===== config.mk =====
export PLATFORM = sky130hd
export DESIGN_NAME = lif_array
export DESIGN_NICKNAME = d
export VERILOG_FILES = /design/src/rtl/lif_pkg.sv /design/src/rtl/lif_neuron.sv /design/src/rtl/lif_array.sv
export SDC_FILE = /design/constraint.sdc
export NUM_CORES = 1
export LEC_CHECK = 0
export ABC_AREA = 1
export BUFFER_PORTS_ARGS = -buffer_cell sky130_fd_sc_hd__buf_2
export CAP_MARGIN = 10
export CORE_MARGIN = 3
export CORE_UTILIZATION = 30
export DETAILED_ROUTE_END_ITERATION = 8
export GPL_TIMING_DRIVEN = 0
export PLACE_DENSITY = 0.44
export SYNTH_ARGS = -nofsm -noshare
export SYNTH_HDL_FRONTEND = slang
export SYNTH_SLANG_ARGS = --single-unit

===== constraint.sdc =====
create_clock -name clk -period 6.6 [get_ports clk]
set_clock_uncertainty 0.1 [all_clocks]
set_input_delay 1.32 -clock clk [delete_from_list [all_inputs] [get_ports clk]]
set_output_delay 1.32 -clock clk [all_outputs]
set_load 0.05 [all_outputs]

===== src/rtl/lif_pkg.sv =====
// lif_pkg: shared constants and arithmetic helpers for the LIF neuron array
package lif_pkg;

    localparam int LEAK_W = 3;

    // V - L + I at full precision, clamped to the largest mem_w-bit value
    function automatic int unsigned sat_add(input int unsigned v, input int unsigned l,
                                            input int unsigned i, input int unsigned mem_w);
        int unsigned s;
        int unsigned top;
        s = v - l + i;
        top = (32'd1 << mem_w) - 32'd1;
        return (s > top) ? top : s;
    endfunction

    // lowest bit of channel k in a packed bus of w-bit lanes
    function automatic int unsigned chan_lo(input int unsigned k, input int unsigned w);
        return k * w;
    endfunction

endpackage


===== src/rtl/lif_neuron.sv =====
// lif_neuron: one leaky integrate-and-fire channel updated on prescaler ticks
module lif_neuron
    import lif_pkg::*;
#(
    parameter int IN_W   = 8,
    parameter int MEM_W  = 10,
    parameter int REFR_W = 3
) (
    input  logic              clk,
    input  logic              rst_n,
    input  logic              tick,
    input  logic              clear,
    input  logic [IN_W-1:0]   i_cur,
    input  logic [MEM_W-1:0]  cfg_thresh,
    input  logic [LEAK_W-1:0] cfg_leak,
    input  logic [REFR_W-1:0] cfg_refr,
    output logic              spike,
    output logic [MEM_W-1:0]  v
);

    logic [MEM_W-1:0]  v_q, v_d, leak, sum;
    logic [REFR_W-1:0] refr_q, refr_d;
    logic              spike_q, spike_d, fire, in_refr;

    // next membrane, refractory count and spike; state only moves on a tick
    always_comb begin
        leak    = (cfg_leak == '0) ? '0 : v_q >> cfg_leak;
        sum     = MEM_W'(sat_add(32'(v_q), 32'(leak), 32'(i_cur), MEM_W));
        in_refr = refr_q != '0;
        fire    = !in_refr && sum >= cfg_thresh;
        spike_d = tick && fire;
        v_d     = !tick ? v_q : (in_refr || fire) ? '0 : sum;
        refr_d  = !tick ? refr_q : in_refr ? refr_q - REFR_W'(1) : fire ? cfg_refr : refr_q;
    end

    // channel state registers; soft clear behaves like reset
    always_ff @(posedge clk or negedge rst_n) begin
        if (!rst_n) begin
            v_q     <= '0;
            refr_q  <= '0;
            spike_q <= 1'b0;
        end else if (clear) begin
            v_q     <= '0;
            refr_q  <= '0;
            spike_q <= 1'b0;
        end else begin
            v_q     <= v_d;
            refr_q  <= refr_d;
            spike_q <= spike_d;
        end
    end

    assign spike = spike_q;
    assign v     = v_q;

endmodule


===== src/rtl/lif_array.sv =====
// lif_array: bank of LIF neurons sharing a programmable tick prescaler
module lif_array
    import lif_pkg::*;
#(
    parameter int N_CH   = 4,
    parameter int IN_W   = 8,
    parameter int MEM_W  = 10,
    parameter int DIV_W  = 23,
    parameter int REFR_W = 3,
    parameter int SEL_W  = (N_CH > 1) ? $clog2(N_CH) : 1
) (
    input  logic               clk,
    input  logic               rst_n,
    input  logic               en,
    input  logic               clear,
    input  logic [N_CH*IN_W-1:0] i_cur,
    input  logic [DIV_W-1:0]   cfg_div,
    input  logic [MEM_W-1:0]   cfg_thresh,
    input  logic [LEAK_W-1:0]  cfg_leak,
    input  logic [REFR_W-1:0]  cfg_refr,
    input  logic [SEL_W-1:0]   mem_sel,
    output logic [N_CH-1:0]    spike,
    output logic               tick,
    output logic [MEM_W-1:0]   mem_out
);

    logic [DIV_W-1:0] div_cnt_q, div_cnt_d;
    logic             tick_int, tick_q;
    logic [MEM_W-1:0] v [N_CH];

    // prescaler: >= compare so lowering cfg_div mid-count ticks at once instead of wrapping
    always_comb begin
        tick_int  = en && div_cnt_q >= cfg_div;
        div_cnt_d = !en ? div_cnt_q : tick_int ? '0 : div_cnt_q + DIV_W'(1);
    end

    // prescaler state and registered tick, aligned with the neuron spike outputs
    always_ff @(posedge clk or negedge rst_n) begin
        if (!rst_n) begin
            div_cnt_q <= '0;
            tick_q    <= 1'b0;
        end else if (clear) begin
            div_cnt_q <= '0;
            tick_q    <= 1'b0;
        end else begin
            div_cnt_q <= div_cnt_d;
            tick_q    <= tick_int;
        end
    end

    for (genvar k = 0; k < N_CH; k++) begin : g_ch
        lif_neuron #(
            .IN_W  (IN_W),
            .MEM_W (MEM_W),
            .REFR_W(REFR_W)
        ) u_neuron (
            .clk       (clk),
            .rst_n     (rst_n),
            .tick      (tick_int),
            .clear     (clear),
            .i_cur     (i_cur[chan_lo(k, IN_W) +: IN_W]),
            .cfg_thresh(cfg_thresh),
            .cfg_leak  (cfg_leak),
            .cfg_refr  (cfg_refr),
            .spike     (spike[k]),
            .v         (v[k])
        );
    end

    assign tick    = tick_q;
    assign mem_out = v[mem_sel];

endmodule


# --- Word level (Yosys, flattened, before mapping) ---
# Cells that the tools add are included.
# Widths: inputs -> output; s select.
totals:
  ff_bits: 80
  output_inout_bits: 15
  in_bits: 77
op_classes:
  bitwise_logic: 1
  magnitude_cmp: 10
  n_shift: 4
  addsub: 13
  n_reduce_logical: 32
  mux: 47
op_table:
  columns: ["op", "count"]
  rows:
  - ["$mux 10", 22]
  - ["$add 32x8->32", 4]
  - ["$gt 32x10->1 const B", 4]
  - ["$mux 23", 3]
  - ["$mux 3", 16]
  - ["$sub 10x10->11", 4]
  - ["$ge 10x10->1", 4]
  - ["$shr 10x3->10", 4]
  - ["$reduce_bool 3->1", 8]
  - ["$add 23x1->23 const B", 1]
  - ["$ge 23x23->1", 1]
  - ["$bmux 10 s2", 1]
  - ["$sub 3x1->3 const B", 4]
  - ["$logic_and 1x1->1", 9]
  - ["$reduce_and 2->1", 4]
  - ["$mux 1", 5]
  - ["$logic_not 1->1", 4]
  - ["$logic_or 1x1->1", 4]
  - ["$reduce_bool 2->1", 2]
  - ["$ge 3x3->1 const B", 1]
  - ["$logic_not 3->1", 1]
  - ["$not 2->3", 1]

# --- Logic depth before layout (Yosys ltp) ---
# Gate-level depths: netlist (run 1).
logic_depth:
  word_depth: 12
  depth_mapped: 39
  mapped_depth_nobuf: 38

# --- Cells and area by module ---
# Synthesis (run 1) repeated with hierarchy kept, for this count alone.
unflattened:
  cells_unflattened: 1789
  area_unflattened_um2: 11054.4
modules_own_cells:
  columns: ["module", "area_per_inst_um2", "seq_area_each_um2", "cells_each", "n_inst"]
  rows:
  - ["lif_neuron at g_ch[0].u_neuron ...", 2123.3, 350.3, 341, 3]
  - ["lif_array", 2553.7, 600.6, 427, 1]
  - ["lif_neuron at g_ch[1].u_neuron", 2130.8, 350.3, 339, 1]

# --- Least setup slack after synthesis (run 1) ---
# OpenSTA, ideal clock, no wires.
synth_timing:
  kind: "input-to-reg"
  from: "input cfg_leak[0]"
  to: "register g_ch[3].u_neuron.v_q[0]"
  t_arrival_ns: 6.665
  slack_ns: -0.230
  stages: 34
  cell_sequence: "buf_2 buf_2 mux2i_1 nand2_1 o21ai_0 o22ai_1 ha_1 fa_1 nand3b_1 nand2_2 a31oi_1 xnor2_1 ha_1 nand2_1 nor2_1 nand2_1 nand2_1 a21oi_1 nor2_4 nand2_1 ha_1 nand2_1 nor3b_2 nand4_1 nor4_2 nand3_1 ha_1 a21oi_1 o21ai_0 a21oi_1 nand4_1 nor2_2 nand2_1 nand2_1"
synth_via:
  elab_chain_cells: 12
  word_cells_on_any_way: 13
  classes_between: "add/sub (2); order compare (2); shift (1); mux (5); reduce/logical (3)"
synth_lines:
  columns: ["element", "line", "rtl"]
  rows:
  - ["start: declaration", "lif_array.sv:19", "input logic [LEAK_W-1:0] cfg_leak,"]
  - ["$shr 10x3->10 or $logic_not 3->1 (tied branches)", "lif_neuron.sv:27", "leak = (cfg_leak == '0) ? '0 : v_q >> cfg_leak;"]
  - ["$mux 10 *", "lif_neuron.sv:27", null]
  - ["$sub 10x10->11 *", "lif_pkg.sv:11", "s = v - l + i;"]
  - ["$add 32x8->32 *", "lif_pkg.sv:11", null]
  - ["$gt 32x10->1", "lif_pkg.sv:13", "return (s > top) ? top : s;"]
  - ["$mux 10 *", "lif_pkg.sv:13", null]
  - ["$ge 10x10->1", "lif_neuron.sv:30", "fire = !in_refr && sum >= cfg_thresh;"]
  - ["$logic_and 1x1->1", "lif_neuron.sv:30", null]
  - ["$logic_or 1x1->1", "lif_neuron.sv:32", "v_d = !tick ? v_q : (in_refr || fire) ? '0 : sum;"]
  - ["$mux 10 * (2 in series)", "lif_neuron.sv:32", null]
  - ["$mux 10 *", "lif_neuron.sv:42", "end else if (clear) begin"]
  - ["end signal: assignment", "lif_neuron.sv:47", "v_q <= v_d;"]
  - ["end: declaration", "lif_neuron.sv:21", "logic [MEM_W-1:0] v_q, v_d, leak, sum;"]
# Every way passes the cells marked *; elsewhere a longest branch is shown, timed or not. The select of a mux whose other input is x is not followed.
# A chain may end at the register's enable or synchronous reset.

# --- Worst setup path in the final report (run 1) ---
layout_timing:
  from: "input cfg_leak[2]"
  to: "register g_ch[3].u_neuron.v_q[4]"
# Same word-level chain as after synthesis.

==> metrics.md, run 1 <==
| Metric | Value |
|---|---|
| # hold bufs at CTS | 0 |
| Library cells used by synthesis | 55 |
| Max Fclk | 0.1486 GHz |
| Pwr/cell area | 155.1 mW/mm2 |
| Top layer in use | met4 |
| Fin crit share | 1.020 |
| Multi-input gate area | 0.009972 mm2 |
| VDD IR max | 0.09872 mV |
| Share of the synthesized area in the top cell type | 0.1886 |
| Total grt overflow | 0 |
| DIE AREA | 0.04133 mm2 |
| Filler cell count | 4096 |
| CTS tree | yes |
| Initial DRT Pass Iterations | 5 |
| Setup TNS | -1.346 ns |
| PortBufs | 89 |
| Wirelength per Cell | 17.03 um |
| Max-Cap Viols | 0 |
| Slowest CP cell | fa_2 |
| Finish-stage setup viols | 21 |
| Worst-Skew Late Latency | 0.35 ns |
| Placed Area | 0.01283 mm2 |
| CP required | 6.79 ns |
| CP Launch Type | input pin |
| Via density | 4.908 |
| Final number of hold-violating endpoints | 0 |
| Synthesis-to-layout area growth | 31.38% |
| N_diodes | 0 |
| Ys async rst share | 1.000 |
| Syn nets | 2027 |
| Die Y | 203.3 um |
| Post-synth EDFFs | 0 |
| Total CTS buffers | 9 |
| Fin worst setup slack | -0.1299 ns |
| Layout cells sized above 1 | 0.2683 |
| Iter 0 DRT Violations | 651 |
| Failing checks | setup timing |
| Leak pwr | 7.265 nW |
| # nets final | 2213 |
| Worst-Margin Slew | 0.9778 ns |
| Setup crit end kind | register |
| Crit path DAT | 6.92 ns |
| Ys Warns | 0 |
| Syn avg cell area | 6.612 um2 |
| Gate Count Post-Synth | 1766 |
| Most frequent cell after synthesis | nand2_1 |
| Crit path max fanout | 10 |
| Total number of vias | 12110 |
| Clk sinks | 80 |
| Commonest cells in the synthesized netlist | nand2_1, inv_1, ha_1 |
| Final GP Congestion | 0.8641 |
| Synthesized area | 0.01168 mm2 |
| CP Class | in -> reg |
| Die Width | 203.3 um |
| Met1 wire length | 20250 um |
| Drt drc | 0 |
| First-pass GRT wire length | 63860 um |
| Hold WC Path Type | reg -> reg |
| Clk slew on worst S/H paths | 0.07 ns |
| Largest net degree at the start of global routing | 49 |
| Initial antenna violation count | 0 |
| Biggest area consumer among synthesized cells | ha_1 |
| Met3 WL | 1328 um |
| Seq/Total Area, Yosys | 0.1714 |
| Max H-tree Level | 3 |
| Clk buf depth | 2 |
| Starting Density | 0.3071 |
| Total power | 0.002380 W |
| Core box area | 0.03802 mm2 |
| Clock Root Buffer | clkbuf_16 |
| Relative slew slack | 0.3431 |
| Post-Route WL | 42020 um |
| Run status | finished, violations left |
| Vias in the first global route | 11580 |
| Met2 WL | 19380 um |
| Slew Limit Fails | 0 |
| FF/Latch Area | 0.002002 mm2 |
| DPL Wire Length | 32090 um |
| Period minus WS final | 6.730 ns |
| All-layer global routing usage | 0.1948 |
| Unrepaired setup endpoints after global routing | yes |
| Routed Antenna Nets | 0 |
| Top cells by area, synth | ha_1, dfrtp_1, nand2_1 |
| Cell Rows | 71 |
| Number of synthesized register bits | 80 |
| Worst path max stage delay | 0.40 ns |
| Ys flop type | dfrtp_1 |
| Post-route cell area | 0.01534 mm2 |
| Ports | 92 |
-- cell type report --
cell class	instances	share of cell area
well taps	511	0.04167
plain buffers	40	0.02169
inverters	232	0.05758
multi-input cells	1417	0.6500
flip-flops and latches	80	0.1305
clock buffers	11	0.01582
repair inverters	2	0.0008155
repair buffers	170	0.07984
clock inverters	5	0.002120
-- power by group --
group / internal [W] / total (W) / switching [W]
registers: 0.000524 / 0.000552 / 0.0000286
clock network: 0.000264 / 0.000486 / 0.000222
logic: 0.000526 / 0.00134 / 0.000815
-- metrics by stage --
step / util / setup slack (ns) / instances / hold WS, ns
final: 0.4035 / -0.1299 / 2468 / 0.3727
after global routing: 0.4035 / -0.4386 / 2468 / 0.4185
after floorplan: - / 0.009058 / 1766 / 0.3419
after global placement: 0.3367 / -1.632 / 2366 / 0.3553
after detailed placement: 0.3375 / -1.620 / 2367 / 0.3610
after CTS: 0.3667 / -0.02601 / 2423 / 0.3744
-- repair_timing --
action	4_1_cts	5_1_grt
cloned	6	3
resized for setup	128	238
pin swaps	44	125
endpoints found under the setup margin	56	56
setup buffers	35	42
-- cell usage in the layout, fill, tap and decap left out, types with 10 or more instances in the layout --
master / Yosys / layout
buf_4: 7 / 69
inv_1: 223 / 212
buf_6: 2 / 18
ha_1: 176 / 139
nor2_2: 15 / 19
o21ai_1: 5 / 18
nand2_4: 6 / 13
o22ai_1: 11 / 10
nor3_1: 19 / 17
nand2_2: 15 / 79
nand4_1: 44 / 44
nor2_1: 127 / 117
ha_4: 0 / 30
xnor2_1: 40 / 34
buf_2: 11 / 95
dfrtp_1: 80 / 80
nand3_1: 108 / 94
a32o_1: 11 / 10
a21oi_1: 81 / 63
nand3_4: 4 / 15
inv_2: 7 / 15
nor2_4: 4 / 13
clkbuf_16: 0 / 12
o21ai_2: 1 / 18
a31oi_1: 20 / 10
a21oi_2: 4 / 21
xor2_1: 25 / 23
nand2_1: 529 / 458
o21ai_0: 85 / 54
nand3_2: 8 / 11
-- critical path: cells and delay by family --
| family | cells | cell delay (ns) |
|---|---|---|
| AOI/OAI and AO/OA | 4 | 0.52 |
| xor gates and xnor gates | 1 | 0.17 |
| adders and majority gates | 5 | 1.51 |
| buffers and inverters | 6 | 0.93 |
| and+or+nand+nor | 20 | 2.46 |
-- state kept, by name, summed over array words and instances, names as in the netlist --
register and cells:
g_ch.u_neuron.refr_q 12, tick 1, g_ch.u_neuron.spike 4, div_cnt_q 23, g_ch.u_neuron.v 40
-- final timing paths --
check / startpoint / end / slack [ns] / depth (start not counted)
max in group asynchronous: rst_n / g_ch[0].u_neuron.v[8] / 4.94 / 2
min in group asynchronous: rst_n / g_ch[0].u_neuron.refr_q[2] / 0.83 / 1
min reg2reg: g_ch[0].u_neuron.refr_q[1] / g_ch[0].u_neuron.refr_q[1] / 0.37 / 2
max reg2reg: g_ch[3].u_neuron.v[9] / g_ch[3].u_neuron.v[4] / 0.65 / 35
max: cfg_leak[2] / g_ch[3].u_neuron.v[4] / -0.13 / 36
min: g_ch[0].u_neuron.refr_q[1] / g_ch[0].u_neuron.refr_q[1] / 0.37 / 2
-- logic make-up after synthesis --
logic type                 after synthesis  synth area share
and+or+nand+nor                        906            0.3482
buffers and inverters                  273           0.09279
AOI/OAI and AO/OA                      243            0.1231
adders and majority gates              184            0.2023
DFF                                     80            0.1714
xor gates and xnor gates                66           0.05015
muxes                                   14           0.01200
-- layer usage --
layer | vias to the layer above | global-route usage
met3 | 54 | 0.02075
met1 | 5626 | 0.2756
li1 | 6201 | -
met5 | - | 0
met2 | 231 | 0.3115
met4 | 0 | 0.06244
Note: power is estimated with default switching activity, not from simulation.
==> run 2: changes to the inputs <==
CORE_MARGIN = unset   (was 3)
==> run 2 against run 1 <==
Against the previous run: the run still ends with setup timing left; maximum frequency down 0.60%; setup slack worse by 0.041 ns; utilization is 0.48 points higher; largest cell class unchanged.
==> metrics.md, run 2 (same netlist as run 1, synthesis figures left out) <==
| Metric | Value |
|---|---|
| Run status | finished, violations left |
| Failing checks | setup timing |
| Die Width | 199.3 um (-2.0%) |
| Delay-heaviest family, CP | simple AND/OR/NAND/NOR gates |
| Clock Root Buffer | clkbuf_16 |
| DPL Wire Length | 32130 um (+0.11%) |
| All-layer global routing usage | 0.2107 (+0.01584) |
| Flop pwr share | 0.223 (-0.009) |
| Number of flip-flops under the largest register name | 40 (unchanged) |
| Fin worst setup slack | -0.1707 ns (-0.04078 ns) |
| Unrepaired setup endpoints after global routing | yes |
| Max Fclk | 0.1477 GHz (-0.60%) |
| Relative slew slack | 0.3008 (-0.04233) |
| Crit path DAT | 6.96 ns (+0.04 ns) |
| CP Buf/Inv Count | 5 (-1) |
| Slowest CP cell | ha_1 |
| N_diodes | 0 (unchanged) |
| Setup crit end kind | register |
| Total grt overflow | 0 (unchanged) |
| Worst-Margin Slew | 1.041 ns (+0.06302 ns) |
| Most frequent cells in the layout | nand2_1, inv_1, ha_1 |
| Max-Cap Viols | 0 (unchanged) |
| Drt drc | 0 (unchanged) |
| Iter 0 DRT Violations | 598 (-8.1%) |
| CP Class | in -> reg |
| Max H-tree Level | 3 (unchanged) |
| Internal power | 0.001403 W (+6.7%) |
| Worst path max stage delay | 0.37 ns (-0.03 ns) |
| Final number of hold-violating endpoints | 0 (unchanged) |
| Ports | 92 (unchanged) |
| Final GP Congestion | 0.9181 (+6.2%) |
| Total number of vias | 12310 (+1.6%) |
| Crit path top cell by count | nand2_1 |
| Multi-input gate area | 0.01005 mm2 (+0.80%) |
| Slew Limit Fails | 0 (unchanged) |
| CP required | 6.79 ns (about the same) |
| Clk sinks | 80 (unchanged) |
| DIE AREA | 0.03972 mm2 (-3.9%) |
| Reg-to-reg slack, setup | 0.46 ns (-0.19 ns) |
| Clk buf depth | 2 (unchanged) |
| Net Switching | 0.001067 W (+0.15%) |
| Via density | 4.975 (+1.4%) |
| Initial antenna violation count | 0 (unchanged) |
| Hold_ws | 0.3730 ns (+0.0003050 ns) |
| Final core occ | 0.4083 (+0.004804) |
| Cell Rows | 71 (unchanged) |
| Total CTS buffers | 9 (unchanged) |
| Layout cells sized above 1 | 0.2756 (+0.007331) |
| Clk network pwr share | 0.222 (+0.018) |
| Vias in the first global route | 11670 (+0.78%) |
| Largest net degree at the start of global routing | 45 (-8.2%) |
| VDD IR max | 0.1072 mV (+8.6%) |
| CP Launch Type | input pin |
| Fin crit share | 1.026 (+0.006179) |
| Commonest non-fill, non-tap cell in the layout | nand2_1 |
| Pwr/cell area | 159.1 mW/mm2 (+2.6%) |
| Initial DRT Pass Iterations | 5 (unchanged) |
| Clk slew on worst S/H paths | 0.07 ns (about the same) |
| Gate power share | 0.555 (-0.009) |
| Worst-Skew Late Latency | 0.35 ns (about the same) |
| Post-Route WL | 42120 um (+0.24%) |
| First-pass GRT wire length | 64570 um (+1.1%) |
| Synthesis-to-layout area growth | 32.95% |
| Crit path max fanout | 10 (unchanged) |
| Wirelength per Cell | 17.03 um (about the same) |
| # hold bufs at CTS | 0 (unchanged) |
| Starting Density | 0.3071 (unchanged) |
| Filler cell count | 4087 (-0.22%) |
| # nets final | 2219 (+0.27%) |
| Leak pwr | 7.385 nW (+1.6%) |
| Die Y | 199.3 um (-2.0%) |
| Period minus WS final | 6.771 ns (+0.04078 ns) |
| FF/Latch Area | 0.002002 mm2 (unchanged) |
| CTS tree | yes |
| Core box area | 0.03802 mm2 (unchanged) |
| PortBufs | 89 (unchanged) |
| Hold WC Path Type | reg -> reg |
| Finish-stage setup viols | 16 (-24%) |
| Routed Antenna Nets | 0 (unchanged) |
| Sw Ratio | 0.4320 (-0.01564) |
## run 2: cell count changes in the layout (fill, tap and decap cells not counted), moves of 4 or more
cell     before  now
nand2_4      13   19
a32o_1       10    6
buf_4        69   76
ha_4         30   36
a32o_2        1    5
o21ai_0      54   50
## run 2: stage by stage
stage | setup TNS, ns | power, W | cells | area, um2 | worst slack [ns]
after floorplan | 0 | 0.001351 | 1766 | 11720 | 0.009058
after global placement | -73.64 | 0.001637 | 2366 | 12800 | -1.642
after detailed placement | -74.14 | 0.001648 | 2367 | 12830 | -1.609
after CTS | -0.1134 | 0.002324 | 2426 | 14100 | -0.02666
after global routing | -17.99 | 0.002663 | 2474 | 15520 | -0.5026
final | -1.652 | 0.002470 | 2474 | 15520 | -0.1707
## run 2: layout make-up
cell class | instances | share of cell area
Multi-Input combinational cell | 1417 | 0.6475
Sequential cell | 80 | 0.1289
Timing Repair Buffer | 176 | 0.08301
Inverter | 232 | 0.05722
Tap cell | 511 | 0.04118
Buffer | 40 | 0.02112
Clock buffer | 11 | 0.01499
Clock inverter | 5 | 0.005239
Timing Repair inverter | 2 | 0.0008059
## run 2: power groups by stage
stage / combinational (W) / sequential [W] / clock [W]
floorplan: 0.000799 / 0.000552 / 0
global placement: 0.00108 / 0.000558 / 0
detailed placement: 0.00109 / 0.000557 / 0
CTS: 0.00121 / 0.000549 / 0.000561
global route: 0.00153 / 0.000556 / 0.000578
finish: 0.00137 / 0.000551 / 0.000548
## run 2: path summary, 6_finish.rpt
| path | from | end | cells after the start |
|---|---|---|---|
| worst max-delay path | cfg_leak[2] | g_ch[3].u_neuron.v[6] | 36 |
| worst min-delay path | g_ch[0].u_neuron.refr_q[1] | g_ch[0].u_neuron.refr_q[1] | 2 |
| worst max register to register | g_ch[3].u_neuron.v[9] | g_ch[3].u_neuron.v[6] | 35 |
| worst min register to register | g_ch[0].u_neuron.refr_q[1] | g_ch[0].u_neuron.refr_q[1] | 2 |
| max in group asynchronous | rst_n | g_ch[0].u_neuron.v[6] | 2 |
| min in group asynchronous | rst_n | g_ch[0].u_neuron.refr_q[1] | 1 |
## run 2: what timing repair did
item | 4_1_cts | 5_1_grt
pin swaps | 35 | 100
gates resized for setup | 138 | 251
cloned | 8 | 1
setup endpoints to repair | 56 | 56
buffers inserted | 36 | 48
## run 2: worst min-delay path: cells and delay by family, from the launching register on
kind	cells	cell delay, ns
DFF	1	0.34
and+or+nand+nor	2	0.10
## run 2: metal layers
metal | part of all wire | wire [um] | track usage | up-vias
met4 | 0.018 | 743 | 0.04729 | 0
li1 | - | - | - | 6237
met1 | 0.48 | 20390 | 0.2898 | 5773
met5 | 0 | 0 | 0 | -
met3 | 0.034 | 1424 | 0.01755 | 52
met2 | 0.46 | 19560 | 0.3550 | 245
